$ cat src/rtl/node_mem_arbiter_pkg.sv
`default_nettype none
// ============================================================================
//  node_mem_arbiter_pkg
//  Shared constants, read-tag type and pointer helper for node_mem_arbiter.
//  Rev 1.0
// ============================================================================
package node_mem_arbiter_pkg;

    localparam int MEM_LAT_DEF = 2;
    localparam int TAG_ID_W    = 3;   // wide enough for the largest NREQ (8)

    typedef struct packed {
        logic                valid;
        logic [TAG_ID_W-1:0] id;
    } rd_tag_t;

    function automatic logic [TAG_ID_W-1:0] wrap_inc(input logic [TAG_ID_W-1:0] idx,
                                                     input int                  n);
        return (idx == TAG_ID_W'(n - 1)) ? '0 : idx + TAG_ID_W'(1);
    endfunction

endpackage
`default_nettype wire

$ cat src/rtl/node_mem_arbiter_rr_pick2.sv
`default_nettype none
// ============================================================================
//  node_mem_arbiter_rr_pick2
//  Combinational rotating picker: first two set requests from ptr upward.
//  Rev 1.0
// ============================================================================
module node_mem_arbiter_rr_pick2 #(
    parameter int NREQ = 4,
    parameter int ID_W = 2
) (
    input  logic [NREQ-1:0] req_i,
    input  logic [ID_W-1:0] ptr_i,
    output logic            win_a_vld_o,
    output logic [ID_W-1:0] win_a_idx_o,
    output logic            win_b_vld_o,
    output logic [ID_W-1:0] win_b_idx_o
);

    logic [2*NREQ-1:0] w_dbl;
    logic [NREQ-1:0]   w_rot;

    // Doubling the vector turns the modular scan into a plain slice.
    assign w_dbl = {req_i, req_i};
    assign w_rot = w_dbl[ptr_i +: NREQ];

    always_comb begin
        logic [ID_W:0] sum;
        win_a_vld_o = 1'b0;
        win_a_idx_o = '0;
        win_b_vld_o = 1'b0;
        win_b_idx_o = '0;
        sum         = '0;
        for (int k = 0; k < NREQ; k++) begin
            sum = {1'b0, ptr_i} + (ID_W+1)'(k);
            if (sum >= (ID_W+1)'(NREQ)) begin
                sum = sum - (ID_W+1)'(NREQ);
            end
            if (w_rot[k]) begin
                if (!win_a_vld_o) begin
                    win_a_vld_o = 1'b1;
                    win_a_idx_o = sum[ID_W-1:0];
                end else if (!win_b_vld_o) begin
                    win_b_vld_o = 1'b1;
                    win_b_idx_o = sum[ID_W-1:0];
                end
            end
        end
    end

endmodule
`default_nettype wire

$ cat src/rtl/node_mem_arbiter.sv
`default_nettype none
// ============================================================================
//  node_mem_arbiter
//  Shares node_memory ports a/b among NREQ requesters, routes reads back.
//  Rev 1.0
// ============================================================================
module node_mem_arbiter
    import node_mem_arbiter_pkg::*;
#(
    parameter int NREQ    = 4,
    parameter int ADDR_W  = 10,
    parameter int DATA_W  = 36,
    parameter int MEM_LAT = MEM_LAT_DEF
) (
    input  logic                   clk,
    input  logic                   rst_n,
    input  logic [NREQ-1:0]        req_valid,
    input  logic [NREQ-1:0]        req_we,
    input  logic [NREQ*ADDR_W-1:0] req_addr,
    input  logic [NREQ*DATA_W-1:0] req_wdata,
    output logic [NREQ-1:0]        req_ready,
    output logic [NREQ-1:0]        rsp_valid,
    output logic [NREQ*DATA_W-1:0] rsp_data,
    output logic [ADDR_W-1:0]      mem_rdaddr_a,
    output logic [ADDR_W-1:0]      mem_rdaddr_b,
    output logic [ADDR_W-1:0]      mem_wraddr_a,
    output logic [ADDR_W-1:0]      mem_wraddr_b,
    output logic                   mem_wren_a,
    output logic                   mem_wren_b,
    output logic [DATA_W-1:0]      mem_wrdata_a,
    output logic [DATA_W-1:0]      mem_wrdata_b,
    input  logic [DATA_W-1:0]      mem_q_a,
    input  logic [DATA_W-1:0]      mem_q_b,
    output logic [31:0]            stall_cnt
);

    localparam int ID_W = $clog2(NREQ);

    logic [ADDR_W-1:0] w_addr  [NREQ];
    logic [DATA_W-1:0] w_wdata [NREQ];
    logic              w_a_vld, w_b_vld, w_collide, w_grant_b, w_we_a, w_we_b;
    logic [ID_W-1:0]   w_a_idx, w_b_idx;
    logic [NREQ-1:0]   w_hit_a, w_hit_b, rsp_valid_d;
    logic [ID_W-1:0]   ptr_q, ptr_d;
    logic [31:0]       stall_q;
    logic              wren_a_q, wren_b_q;
    logic [ADDR_W-1:0] rdaddr_a_q, rdaddr_b_q, wraddr_a_q, wraddr_b_q;
    logic [DATA_W-1:0] wrdata_a_q, wrdata_b_q;
    rd_tag_t           tag_a_q [MEM_LAT+1];
    rd_tag_t           tag_b_q [MEM_LAT+1];
    logic [NREQ-1:0]   rsp_valid_q;
    logic [DATA_W-1:0] rsp_data_q [NREQ];

    generate
        for (genvar i = 0; i < NREQ; i++) begin : g_unpack
            assign w_addr[i]  = req_addr[i*ADDR_W +: ADDR_W];
            assign w_wdata[i] = req_wdata[i*DATA_W +: DATA_W];
            assign rsp_data[i*DATA_W +: DATA_W] = rsp_data_q[i];
        end
    endgenerate

    node_mem_arbiter_rr_pick2 #(
        .NREQ (NREQ),
        .ID_W (ID_W)
    ) u_pick (
        .req_i       (req_valid),
        .ptr_i       (ptr_q),
        .win_a_vld_o (w_a_vld),
        .win_a_idx_o (w_a_idx),
        .win_b_vld_o (w_b_vld),
        .win_b_idx_o (w_b_idx)
    );

    assign w_we_a    = req_we[w_a_idx];
    assign w_we_b    = req_we[w_b_idx];
    assign w_collide = w_a_vld && w_b_vld && w_we_a && w_we_b &&
                       (w_addr[w_a_idx] == w_addr[w_b_idx]);
    assign w_grant_b = w_b_vld && !w_collide;

    always_comb begin
        ptr_d = ptr_q;
        if (w_grant_b) begin
            ptr_d = ID_W'(wrap_inc(TAG_ID_W'(w_b_idx), NREQ));
        end else if (w_a_vld) begin
            ptr_d = ID_W'(wrap_inc(TAG_ID_W'(w_a_idx), NREQ));
        end
    end

    always_comb begin
        for (int i = 0; i < NREQ; i++) begin
            req_ready[i]   = (w_a_vld   && (w_a_idx == ID_W'(i))) ||
                             (w_grant_b && (w_b_idx == ID_W'(i)));
            w_hit_a[i]     = tag_a_q[MEM_LAT].valid && (tag_a_q[MEM_LAT].id == TAG_ID_W'(i));
            w_hit_b[i]     = tag_b_q[MEM_LAT].valid && (tag_b_q[MEM_LAT].id == TAG_ID_W'(i));
            rsp_valid_d[i] = w_hit_a[i] || w_hit_b[i];
        end
    end

    always_ff @(posedge clk or negedge rst_n) begin
        if (!rst_n) begin
            ptr_q       <= '0;
            stall_q     <= '0;
            wren_a_q    <= 1'b0;
            wren_b_q    <= 1'b0;
            rdaddr_a_q  <= '0;
            rdaddr_b_q  <= '0;
            wraddr_a_q  <= '0;
            wraddr_b_q  <= '0;
            wrdata_a_q  <= '0;
            wrdata_b_q  <= '0;
            rsp_valid_q <= '0;
            for (int s = 0; s <= MEM_LAT; s++) begin
                tag_a_q[s] <= '0;
                tag_b_q[s] <= '0;
            end
            for (int i = 0; i < NREQ; i++) begin
                rsp_data_q[i] <= '0;
            end
        end else begin
            ptr_q <= ptr_d;
            if (w_collide && (stall_q != '1)) begin
                stall_q <= stall_q + 32'd1;
            end

            // Idle ports keep their addresses; only the write enable drops.
            wren_a_q <= w_a_vld && w_we_a;
            if (w_a_vld && w_we_a) begin
                wraddr_a_q <= w_addr[w_a_idx];
                wrdata_a_q <= w_wdata[w_a_idx];
            end
            if (w_a_vld && !w_we_a) begin
                rdaddr_a_q <= w_addr[w_a_idx];
            end
            wren_b_q <= w_grant_b && w_we_b;
            if (w_grant_b && w_we_b) begin
                wraddr_b_q <= w_addr[w_b_idx];
                wrdata_b_q <= w_wdata[w_b_idx];
            end
            if (w_grant_b && !w_we_b) begin
                rdaddr_b_q <= w_addr[w_b_idx];
            end

            tag_a_q[0] <= '{valid: w_a_vld && !w_we_a,   id: TAG_ID_W'(w_a_idx)};
            tag_b_q[0] <= '{valid: w_grant_b && !w_we_b, id: TAG_ID_W'(w_b_idx)};
            for (int s = 1; s <= MEM_LAT; s++) begin
                tag_a_q[s] <= tag_a_q[s-1];
                tag_b_q[s] <= tag_b_q[s-1];
            end

            rsp_valid_q <= rsp_valid_d;
            for (int i = 0; i < NREQ; i++) begin
                if (w_hit_a[i]) begin
                    rsp_data_q[i] <= mem_q_a;
                end else if (w_hit_b[i]) begin
                    rsp_data_q[i] <= mem_q_b;
                end
            end
        end
    end

    assign rsp_valid    = rsp_valid_q;
    assign mem_rdaddr_a = rdaddr_a_q;
    assign mem_rdaddr_b = rdaddr_b_q;
    assign mem_wraddr_a = wraddr_a_q;
    assign mem_wraddr_b = wraddr_b_q;
    assign mem_wren_a   = wren_a_q;
    assign mem_wren_b   = wren_b_q;
    assign mem_wrdata_a = wrdata_a_q;
    assign mem_wrdata_b = wrdata_b_q;
    assign stall_cnt    = stall_q;

endmodule
`default_nettype wire

$ cat config.mk
export PLATFORM = sky130hd
export DESIGN_NAME = node_mem_arbiter
export DESIGN_NICKNAME = d
export VERILOG_FILES = /design/src/rtl/node_mem_arbiter_pkg.sv /design/src/rtl/node_mem_arbiter_rr_pick2.sv /design/src/rtl/node_mem_arbiter.sv
export SDC_FILE = /design/constraint.sdc
export NUM_CORES = 1
export LEC_CHECK = 0
export ABC_AREA = 1
export BUFFER_PORTS_ARGS = -buffer_cell sky130_fd_sc_hd__buf_4
export CORE_AREA = 2 2 218 220
export DETAILED_ROUTE_END_ITERATION = 6
export DIE_AREA = 0 0 220 222
export GPL_TIMING_DRIVEN = 0
export HOLD_SLACK_MARGIN = 0.06
export SETUP_SLACK_MARGIN = 0.05
export SYNTH_ARGS = -nofsm -noshare
export SYNTH_HDL_FRONTEND = slang
export SYNTH_SLANG_ARGS = --single-unit
$ cat constraint.sdc
create_clock -name clk -period 4.5 [get_ports clk]
set_clock_uncertainty 0.1 [all_clocks]
set_input_delay 0 -clock clk [delete_from_list [all_inputs] [get_ports clk]]
set_output_delay 0 -clock clk [all_outputs]
set_load 0.005 [all_outputs]
* Word-level counts from Yosys, hierarchy flattened
Index checks and enable logic that the tools add are counted.
Storage, ports and cells: logic and storage cells 165, input port bits 266, memory bits (writable) 0, memories kept 0, ROM bits 0, register bits after elaboration 314, latch bits 0
Cells by class: multiply operators 0, bitwise logic cells 2, multiplexer cells 57, divide/modulo/power cells 0, equality and inequality tests 14, add/subtract/negate cells 10, shift operators 1, reductions and logical operators 46, $lt $le $gt $ge 8
Operators with widths (number):
- 2-to-1 mux 36 bit | 12
- binary-select mux 36 bit (select 2 bit) | 2
- 2-to-1 mux 2 bit | 23
- binary-select mux 10 bit (select 2 bit) | 2
- 2-to-1 mux 10 bit | 4
- adder 32 x 1 -> 32 bit, second input constant | 1
- inequality test 32 bit, second input constant | 1
- logical AND 1 bit | 26
- == test 2 bit, second input constant | 8
- >= comparator 3 bit, second input constant | 5
- 2-to-1 mux 1 bit | 12
- == test 10 bit | 1
- nonzero test 2 bit | 5
- == test 2 x 1 -> 1 bit, second input constant | 4
- logical OR 1 bit | 8
- indexed part select 8 x 3 -> 4 bit | 1
- subtractor 2 x 1 -> 2 bit, second input constant | 4
- adder 2 x 2 -> 3 bit, second input constant | 2
- zero test 3 bit | 2
- less-than comparator 2 x 3 -> 1 bit, second input constant | 2
- inverter 2 -> 3 bit | 2
- adder 2 x 1 -> 2 bit, second input constant | 2
- binary-select mux 1 bit (select 2 bit) | 2
- zero test 2 bit | 2
- 3 further kinds | 5

* Depth between registers and ports, before layout
Gate-level depths: netlist of the first run.
word-level depth 21, gate-level depth with buffers 27, mapped depth without buffers 24

* By module
From an unflattened synthesis of the first run, not the netlist that was laid out.
Unflattened totals: cells, all modules 2443, area total of the unflattened synthesis 17538.1 µm²
Modules (own cells, without submodules):
- node_mem_arbiter | instances 1, area an instance 16978.8 µm², cells an instance 2359, seq. area each 7857.5 µm²
- node_mem_arbiter_rr_pick2 | instances 1, area an instance 559.3 µm², cells an instance 84, seq. area each 0.0 µm²

* Worst setup path before layout of the first run
OpenSTA, ideal clock, no wires.
kind register to register, start point register ptr_q[0], end point register stall_q[14] (netlist: stall_cnt[14]), path buffers 4, period minus slack after synthesis 3.055 ns, arrival time 2.838 ns, required time 4.283 ns, setup time 0.117 ns, path slack 1.445 ns, stages on the path, launching flop included 26, cells stage by stage dfrtp_1 -> buf_6 -> nand2_2 -> nand3_2 -> nand2_4 -> ha_1 -> nand2_1 -> nand2_1 -> nand2_1 -> nand3_2 -> nand2_2 -> buf_4 -> nand2_1 -> nand2_1 -> nand2_1 -> nand2_1 -> nand3_1 -> nand2_1 -> nand2_1 -> nor2_1 -> and2_1 -> buf_4 -> nand3_4 -> buf_6 -> nand2_1 -> nand2_1
On the way: word-level cells in the longest chain between the ends 18, elaborated cells on any way between the ends 59
RTL lines:
- start, declared | RTL line node_mem_arbiter.sv:44 | logic [ID_W-1:0] ptr_q, ptr_d;
- start signal, assigned | RTL line node_mem_arbiter.sv:120 | ptr_q <= ptr_d;
- adder 2 x 1 -> 3 bit | RTL line node_mem_arbiter_rr_pick2.sv:34 | sum = {1'b0, ptr_i} + (ID_W+1)'(k);
- >= comparator 3 bit / subtractor 2 x 1 -> 2 bit (equally long branches) | RTL line node_mem_arbiter_rr_pick2.sv:35, node_mem_arbiter_rr_pick2.sv:36
- 2-to-1 mux 2 bit | RTL line node_mem_arbiter_rr_pick2.sv:35 | if (sum >= (ID_W+1)'(NREQ)) begin
- 2-to-1 mux 2 bit | RTL line node_mem_arbiter_rr_pick2.sv:39 | if (!win_a_vld_o) begin
- 2-to-1 mux 2 bit | RTL line node_mem_arbiter_rr_pick2.sv:38 | if (w_rot[k]) begin
- 2-to-1 mux 2 bit | RTL line node_mem_arbiter_rr_pick2.sv:42 | end else if (!win_b_vld_o) begin
- 2-to-1 mux 2 bit | RTL line node_mem_arbiter_rr_pick2.sv:39
- 2-to-1 mux 2 bit | RTL line node_mem_arbiter_rr_pick2.sv:38
- 2-to-1 mux 2 bit | RTL line node_mem_arbiter_rr_pick2.sv:42
- 2-to-1 mux 2 bit | RTL line node_mem_arbiter_rr_pick2.sv:39
- 2-to-1 mux 2 bit | RTL line node_mem_arbiter_rr_pick2.sv:38
- inverter 2 -> 3 bit (not written as such) | RTL line node_mem_arbiter.sv:77 | (w_addr[w_a_idx] == w_addr[w_b_idx]);
- binary-select mux 10 bit (select 2 bit) | RTL line node_mem_arbiter.sv:77
- 2-to-1 mux 10 bit (not written as such) (2 in series) | RTL line node_mem_arbiter.sv:77
- == test 10 bit | RTL line node_mem_arbiter.sv:77
- logical AND 1 bit (*) | RTL line node_mem_arbiter.sv:76 | assign w_collide = w_a_vld && w_b_vld && w_we_a && w_we_b &&
- logical AND 1 bit (*) | RTL line node_mem_arbiter.sv:121 | if (w_collide && (stall_q != '1)) begin
- end signal, assigned | RTL line node_mem_arbiter.sv:122 | stall_q <= stall_q + 32'd1;
- end, declared | RTL line node_mem_arbiter.sv:45 | logic [31:0] stall_q;
Every way passes the cells marked *; elsewhere a longest branch is shown, timed or not. The select of a mux whose other input is x is not followed. A chain may end at the register's enable or synchronous reset.

* Worst setup path after layout of the first run
start point register ptr_q[0], end point register wrdata_b_q[0] (netlist: mem_wrdata_b[0])
On the way: word-level cells in the longest chain between the ends 20, elaborated cells on any way between the ends 64
RTL lines:
- adder 2 x 1 -> 3 bit | RTL line node_mem_arbiter_rr_pick2.sv:34
- >= comparator 3 bit / subtractor 2 x 1 -> 2 bit (equally long branches) | RTL line node_mem_arbiter_rr_pick2.sv:35, node_mem_arbiter_rr_pick2.sv:36
- 2-to-1 mux 2 bit | RTL line node_mem_arbiter_rr_pick2.sv:35
- 2-to-1 mux 2 bit | RTL line node_mem_arbiter_rr_pick2.sv:39
- 2-to-1 mux 2 bit | RTL line node_mem_arbiter_rr_pick2.sv:38
- 2-to-1 mux 2 bit | RTL line node_mem_arbiter_rr_pick2.sv:42
- 2-to-1 mux 2 bit | RTL line node_mem_arbiter_rr_pick2.sv:39
- 2-to-1 mux 2 bit | RTL line node_mem_arbiter_rr_pick2.sv:38
- [... 3 more ...]
- inverter 2 -> 3 bit (not written as such) | RTL line node_mem_arbiter.sv:77, node_mem_arbiter.sv:137
- binary-select mux 10 bit (select 2 bit) | RTL line node_mem_arbiter.sv:77
- 2-to-1 mux 10 bit (not written as such) (2 in series) | RTL line node_mem_arbiter.sv:77
- == test 10 bit | RTL line node_mem_arbiter.sv:77
- logical AND 1 bit | RTL line node_mem_arbiter.sv:76
- zero test 1 bit | RTL line node_mem_arbiter.sv:78 | assign w_grant_b = w_b_vld && !w_collide;
- logical AND 1 bit | RTL line node_mem_arbiter.sv:78
- logical AND 1 bit | RTL line node_mem_arbiter.sv:135 | if (w_grant_b && w_we_b) begin
- end signal, assigned | RTL line node_mem_arbiter.sv:137 | wrdata_b_q <= w_wdata[w_b_idx];
- end, declared | RTL line node_mem_arbiter.sv:48 | logic [DATA_W-1:0] wrdata_a_q, wrdata_b_q;
Parallel ways exist; a longest one is shown, timed or not. The select of a mux whose other input is x is not followed.

==> results of run 1 <==
-- worst max-delay path, stage by stage (launching register included) --
cell	delay, ns
dfrtp_2	0.44
buf_6	0.16
nand2_2	0.07
nand2_1	0.09
nand2_1	0.12
nand2_4	0.09
nand2_2	0.12
inv_1	0.08
a21oi_1	0.11
nand2_1	0.10
nand3_4	0.13
nand2_4	0.10
buf_4	0.20
inv_2	0.10
clkbuf_1	0.56
buf_1	0.53
nand2_1	0.11
a32o_1	0.27
dlygate4sd3_1	0.60
o21ai_1	0.14
-- path summary, 6_finish.rpt --
check | cells after the start | slack [ns] | end | start
setup / recovery | 19 | 0.16 | mem_wrdata_b[0] | ptr_q[0]
hold / removal | 2 | 0.04 | rsp_data[26] | rst_n
setup reg to reg | 19 | 0.16 | mem_wrdata_b[0] | ptr_q[0]
hold reg to reg | 0 | 0.25 | tag_b_q[7] | tag_b_q[11]
max in group asynchronous | 3 | 3.13 | mem_wrdata_a[27] | rst_n
min in group clk | 9 | 0.12 | stall_cnt[0] | req_addr[32]
-- state kept, by name, summed over array words and instances (netlist names) --
name / count
rsp_data: 144
mem_wrdata_a: 36
tag_a_q: 9
mem_rdaddr_a: 10
mem_wren_b: 1
mem_rdaddr_b: 10
stall_cnt: 32
rsp_valid: 4
mem_wraddr_a: 10
ptr_q: 2
tag_b_q: 9
mem_wren_a: 1
mem_wrdata_b: 36
mem_wraddr_b: 10
-- logic make-up after synthesis --
kind of cell	synth area share [%]
simple gates	27.49
compound gates	17.68
flops	45.22
buf+inv	7.215
xor+xnor	1.606
fa+ha+maj	0.7920
-- layer usage --
| layer | vias to the layer above | wire length (um) |
|---|---|---|
| met2 | 1169 | 40480 |
| met5 | - | 26 |
| met3 | 237 | 8356 |
| met1 | 10178 | 32350 |
| li1 | 9646 | - |
| met4 | 4 | 3967 |
-- per-stage QoR --
stage	util, %	TNS [ns]	hold WS [ns]	instances
after floorplan	-	0	-0.3956	2352
after global placement	48.34	0	0.1614	3522
after detailed placement	48.48	0	0.06419	3524
after CTS	57.82	0	0.06336	3900
after global routing	58.01	-0.005493	0.1269	3910
final	58.02	0	0.03638	3912
-- power breakdown --
part / switching (uW) / internal (uW) / total (uW)
Combinational: 12300 / 8590 / 20900
Clock: 1310 / 1850 / 3160
Sequential: 928 / 4330 / 5260
-- repair_timing --
item | 4_1_cts | 5_1_grt
pin swaps | 0 | 1
setup buffers | 0 | 3
resized for setup | 1 | 26
endpoints found under the hold margin | 371 | 0
endpoints found under the setup margin | 1 | 142
hold buffers | 306 | 0
-- cells in the final DEF (no fill, tap or decap), types with 10 or more instances in the layout --
| cell type | n |
|---|---|
| o22ai_1 | 36 |
| clkbuf_16 | 40 |
| o311ai_0 | 12 |
| nand2_1 | 841 |
| buf_2 | 13 |
| nor2_1 | 109 |
| o21ai_0 | 360 |
| o21a_1 | 10 |
| xor2_1 | 24 |
| clkbuf_1 | 115 |
| dlygate4sd3_1 | 306 |
| a21oi_1 | 39 |
| a32o_1 | 36 |
| buf_4 | 575 |
| nor3_1 | 19 |
| ha_1 | 11 |
| buf_6 | 11 |
| nand4_1 | 38 |
| inv_1 | 130 |
| dfrtp_1 | 313 |
| nand3_1 | 109 |
| clkbuf_2 | 10 |
| o21ai_1 | 38 |
-- final cells by class --
class | count | share of cell area (%)
multi-input cells | 1741 | 30.90
clock buffers | 62 | 4.373
diodes | 9 | 0.08392
inverters | 142 | 1.995
clock inverters | 8 | 0.3217
well taps | 607 | 2.830
repair buffers | 874 | 27.48
flip-flops and latches | 314 | 29.28
plain buffers | 155 | 2.737
==> out/metrics.csv, run 1 <==
metric,value,unit
status,"complete, no violations",
total number of vias,21234,
final setup fails,0,
Tcrit/Tclk final,96.52,%
met3 Use GR,8.409,%
initial antenna violation count,9,
H-tree levels,2,
Synth Register Bits,314,
CTS tree,built,
minimum clock period,4.344,ns
setup slack after layout,0.1565,ns
CTS Sinks,314,
drt first pass iters,6,
clk slew on worst S/H paths,0.06,ns
Max-Cap Viols,0,
Mean Syn Cell Area,7.388,sq um
Post-Syn Area,17380,sq um
number of global-route vias before repair,21233,
insertion delay to the later sink of the worst-skew pair,0.57,ns
first-pass GRT wire length,127.4,mm
count of flip-flops with a built-in enable after synthesis,0,
layout cells sized above 1,21.45,%
leakage power total,0.01338,uW
Worst-Margin Slew,0.9214,ns
cell taking the most area after synthesis,dfrtp_1,
CTS buffer count,39,
pin count of the biggest net entering global routing,118,
Startpoint Class,register,
Cell variety after synth,43,
VDD IR max,0.6521,mV
top-level port count,564,
Multi-input gate area,8293,sq um
core area,46260,sq um
register area share after synthesis,45.22,%
Placer Congestion,0.9752,
ys flop type,dfrtp_1,
CP Capture Type,register,
port bufs,563,
Synth top area share,45.22,%
gr busiest metal,met2,
Routed WL,85.18,mm
relative max-transition margin,38.57,%
met2 Use GR,56.89,%
Clock Path Buffers,3,
Die Span Y,222,um
Setup CP Type,register to register,
Final Max Slew Viols,0,
residual DRC count,0,
FILL cells,4313,
syn_nets,2629,
# rows,79,
Syn Inst Count,2352,
most frequent cell after synthesis,nand2_1,
Wirelength per Cell,21.77,um
die area,48840,sq um
Horiz. Die Dim,220,um
drt first-iter violations,2047,
M1 GR Usage,41.23,%
power density cells,1091,nW/um^2
total chip power,29280,uW
Placed Area,22430,sq um
Post-synth top cells,"nand2_1 (841), o21ai_0 (360), dfrtp_1 (314)",
GR Util All Layers,33.99,%
Synth area leaders,"dfrtp_1 (45%), nand2_1 (18%), o21ai_0 (10%)",
CP arrival,4.73,ns
RSZ-0062 raised after global routing,true,
Max Clk Rate,230.2,MHz
Required @ worst endpoint,4.89,ns
dpl ws,0.2829,ns
Yosys warnings,0,
post-route cell area,26840,sq um
vias per cell,5.428,
Final Hold Viols,0,
Post-layout nets,3544,
CTS Root Cell,clkbuf_16,
"Max FO, Critical Path",10,
HPWL after DPL,63.90,mm
FF/Latch Area,7859,sq um
post-route ant nets,0,
Post-synth ARST share,100.0,%
GR Overflow Total,0,
worst min-delay path category,input port to async pin,
area added between synthesis and finish,54.45,%
initial cell density of the core,37.56,%
Note: power is estimated with default switching activity, not from simulation.
==> run 2, diff against run 1 <==
Settings changed: CELL_PAD_IN_SITES_DETAIL_PLACEMENT from default to 1, CELL_PAD_IN_SITES_GLOBAL_PLACEMENT from default to 1, CORE_AREA 2 2 218 220 to 2 2 221 223, DIE_AREA 0 0 220 222 to 0 0 223 225, PLACE_DENSITY_LB_ADDON from default to 0.1.
==> out/metrics.csv, run 2 (synthesis results as in run 1) <==
metric,value,unit,change
CTS buffer count,39,,unchanged
final setup fails,0,,unchanged
die area,50180,sq um,was 48840 sq um
drt first-iter violations,1705,,was 2047
setup slack after layout,0.1653,ns,was 0.1565 ns
Finished Core Util,56.61,%,was 58.02%
port bufs,563,,unchanged
VDD IR max,0.6712,mV,was 0.6521 mV
area added between synthesis and finish,54.90,%,was 54.45%
residual DRC count,0,,unchanged
leakage power total,0.01346,uW,was 0.01338 uW
Required @ worst endpoint,4.91,ns,was 4.89 ns
FF/Latch Area,7858,sq um,was 7859 sq um
top-level port count,564,,unchanged
drt first pass iters,5,,was 6
Multi-input gate area,8268,sq um,was 8293 sq um
layout cells sized above 1,21.97,%,was 21.45%
HPWL after DPL,67.43,mm,was 63.90 mm
FILL cells,5864,,was 4313
relative max-transition margin,31.48,%,was 38.57%
max FFs per register,144,,unchanged
H-tree levels,2,,unchanged
Horiz. Die Dim,223,um,was 220 um
dpl ws,0.03706,ns,was 0.2829 ns
status,"complete, no violations",,unchanged
most frequent cells in the layout,"nand2_1 (841), buf_4 (573), o21ai_0 (360)",,"was nand2_1 (841), buf_4 (575), o21ai_0 (360)"
CP Cell Sequence,buf_6 -> nand2_2 -> nand2_1 -> nand2_1 -> nand2_4 -> nor2_8 -> nand3_4 -> inv_2 -> nand2_1 -> o211ai_2 -> buf_2 -> clkbuf_1 -> clkbuf_1 -> o21ai_0 -> o22ai_1 -> dlygate4sd3_1 -> nand2_1 -> nand2_1,,was buf_6 -> nand2_2 -> nand2_1 -> nand2_1 -> nand2_4 -> nand2_2 -> inv_1 -> a21oi_1 -> nand2_1 -> nand3_4 -> nand2_4 -> buf_4 -> inv_2 -> clkbuf_1 -> buf_1 -> nand2_1 -> a32o_1 -> dlygate4sd3_1 -> o21ai_1
initial cell density of the core,36.55,%,was 37.56%
Setup CP Type,register to register,,unchanged
Tcrit/Tclk final,96.33,%,was 96.52%
Clock Path Buffers,3,,unchanged
critical path's largest stage delay,0.59,ns,was 0.60 ns
clk slew on worst S/H paths,0.06,ns,about the same
CTS Root Cell,clkbuf_16,,unchanged
vias per cell,5.590,,was 5.428
Worst-Margin Slew,1.020,ns,was 0.9214 ns
CTS Sinks,314,,unchanged
CP arrival,4.75,ns,was 4.73 ns
Post-layout nets,3543,,was 3544
Routed WL,95.65,mm,was 85.18 mm
"Max FO, Critical Path",10,,unchanged
first-pass GRT wire length,143.8,mm,was 127.4 mm
post-route ant nets,0,,unchanged
Final Max Slew Viols,0,,unchanged
pin count of the biggest net entering global routing,100,,was 118
Placer Congestion,0.9472,,was 0.9752
power density cells,1083,nW/um^2,was 1091 nW/um^2
Max Clk Rate,230.7,MHz,was 230.2 MHz
GR Util All Layers,37.15,%,was 33.99%
Max-Cap Viols,0,,unchanged
Startpoint Class,register,,unchanged
initial antenna violation count,14,,was 9
minimum clock period,4.335,ns,was 4.344 ns
Die Span Y,225,um,was 222 um
"leading cell type in the layout, fill and taps excluded",nand2_1,,unchanged
# rows,80,,was 79
core area,47550,sq um,was 46260 sq um
critical path's slowest cell,dlygate4sd3_1,,unchanged
Final Hold Viols,0,,unchanged
most frequent cell on the critical path,nand2_1,,unchanged
CTS tree,built,,unchanged
Wirelength per Cell,24.36,um,was 21.77 um
insertion delay to the later sink of the worst-skew pair,0.59,ns,was 0.57 ns
RSZ-0062 raised after global routing,true,,unchanged
CP Capture Type,register,,unchanged
number of global-route vias before repair,23596,,was 21233
GR Overflow Total,0,,unchanged
total number of vias,21953,,was 21234
worst min-delay path category,input port to register,,was input port to async pin
run 2: cell count changes in the layout (fill, tap and decap cells not counted), sizes merged:
cell,previous run,this run
clkbuf,175,172
diode,9,17
buf,610,609
bufinv,1,2
inv,138,140
run 2: power breakdown:
| group | leakage, uW | switching [uW] | internal [uW] |
|---|---|---|---|
| sequential | 0.00383 | 885 | 4330 |
| combinational | 0.00900 | 13000 | 7700 |
| clock | 0.000630 | 1400 | 1880 |
run 2: repair_timing:
| action | CTS | global route |
|---|---|---|
| hold buffers | 307 | 0 |
| pin swaps | 0 | 1 |
| hold endpoints to repair | 509 | 0 |
| resized for setup | 4 | 43 |
| setup buffers | 0 | 1 |
| endpoints found under the setup margin | 8 | 66 |
run 2: final timing paths:
check / slack, ns / endpoint / start / cells after the start
max reg2reg: 0.17 / mem_wrdata_a[12] / ptr_q[0] / 18
min in group asynchronous: 0.53 / rsp_data[133] / rst_n / 4
min reg2reg: 0.22 / tag_b_q[0] / tag_b_q[4] / 0
max: 0.17 / mem_wrdata_a[12] / ptr_q[0] / 18
min: 0.14 / ptr_q[0] / req_valid[3] / 8
max in group asynchronous: 2.94 / mem_wrdata_b[31] / rst_n / 5
run 2: cell type report:
cell class                 instances  area share, %
sequential                       314          29.19
tap                              615          2.859
timing repair buffer             874          27.55
antenna                           17         0.1581
clock buffer                      59          4.239
inverter                         142          1.980
multi-input combinational       1741          30.72
buffer                           154          2.780
clock inverter                    11         0.5253
run 2: critical path, delay by kind of cell (launching register included):
kind | cells | cell delay, ns
flip-flops | 1 | 0.45
AO/OA/AOI/OAI | 3 | 0.66
buffers and inverters | 6 | 2.21
AND/OR/NAND/NOR | 9 | 0.86
run 2: metal layers:
layer / GRT usage, % / wire length [um] / part of all wire, %
met1: 44.09 / 36330 / 38
met4: 17.45 / 5147 / 5.4
met3: 8.540 / 8127 / 8.5
met2: 63.87 / 46010 / 48
met5: 0 / 23 / 0.024
run 2: per-stage QoR:
step | hold slack, ns | cells | total power [uW] | cell area, sq um | TNS [ns]
5_1_grt | 0.1516 | 3921 | 31050 | 26900 | -0.0001572
4_1_cts | 0.09574 | 3909 | 28270 | 26840 | 0
2_1_floorplan | -0.3956 | 2352 | 15350 | 17380 | 0
3_5_place_dp | -0.1114 | 3533 | 23180 | 22460 | 0
6_report | 0.1395 | 3927 | 29160 | 26920 | 0
3_3_place_gp | 0.1617 | 3530 | 22620 | 22370 | 0
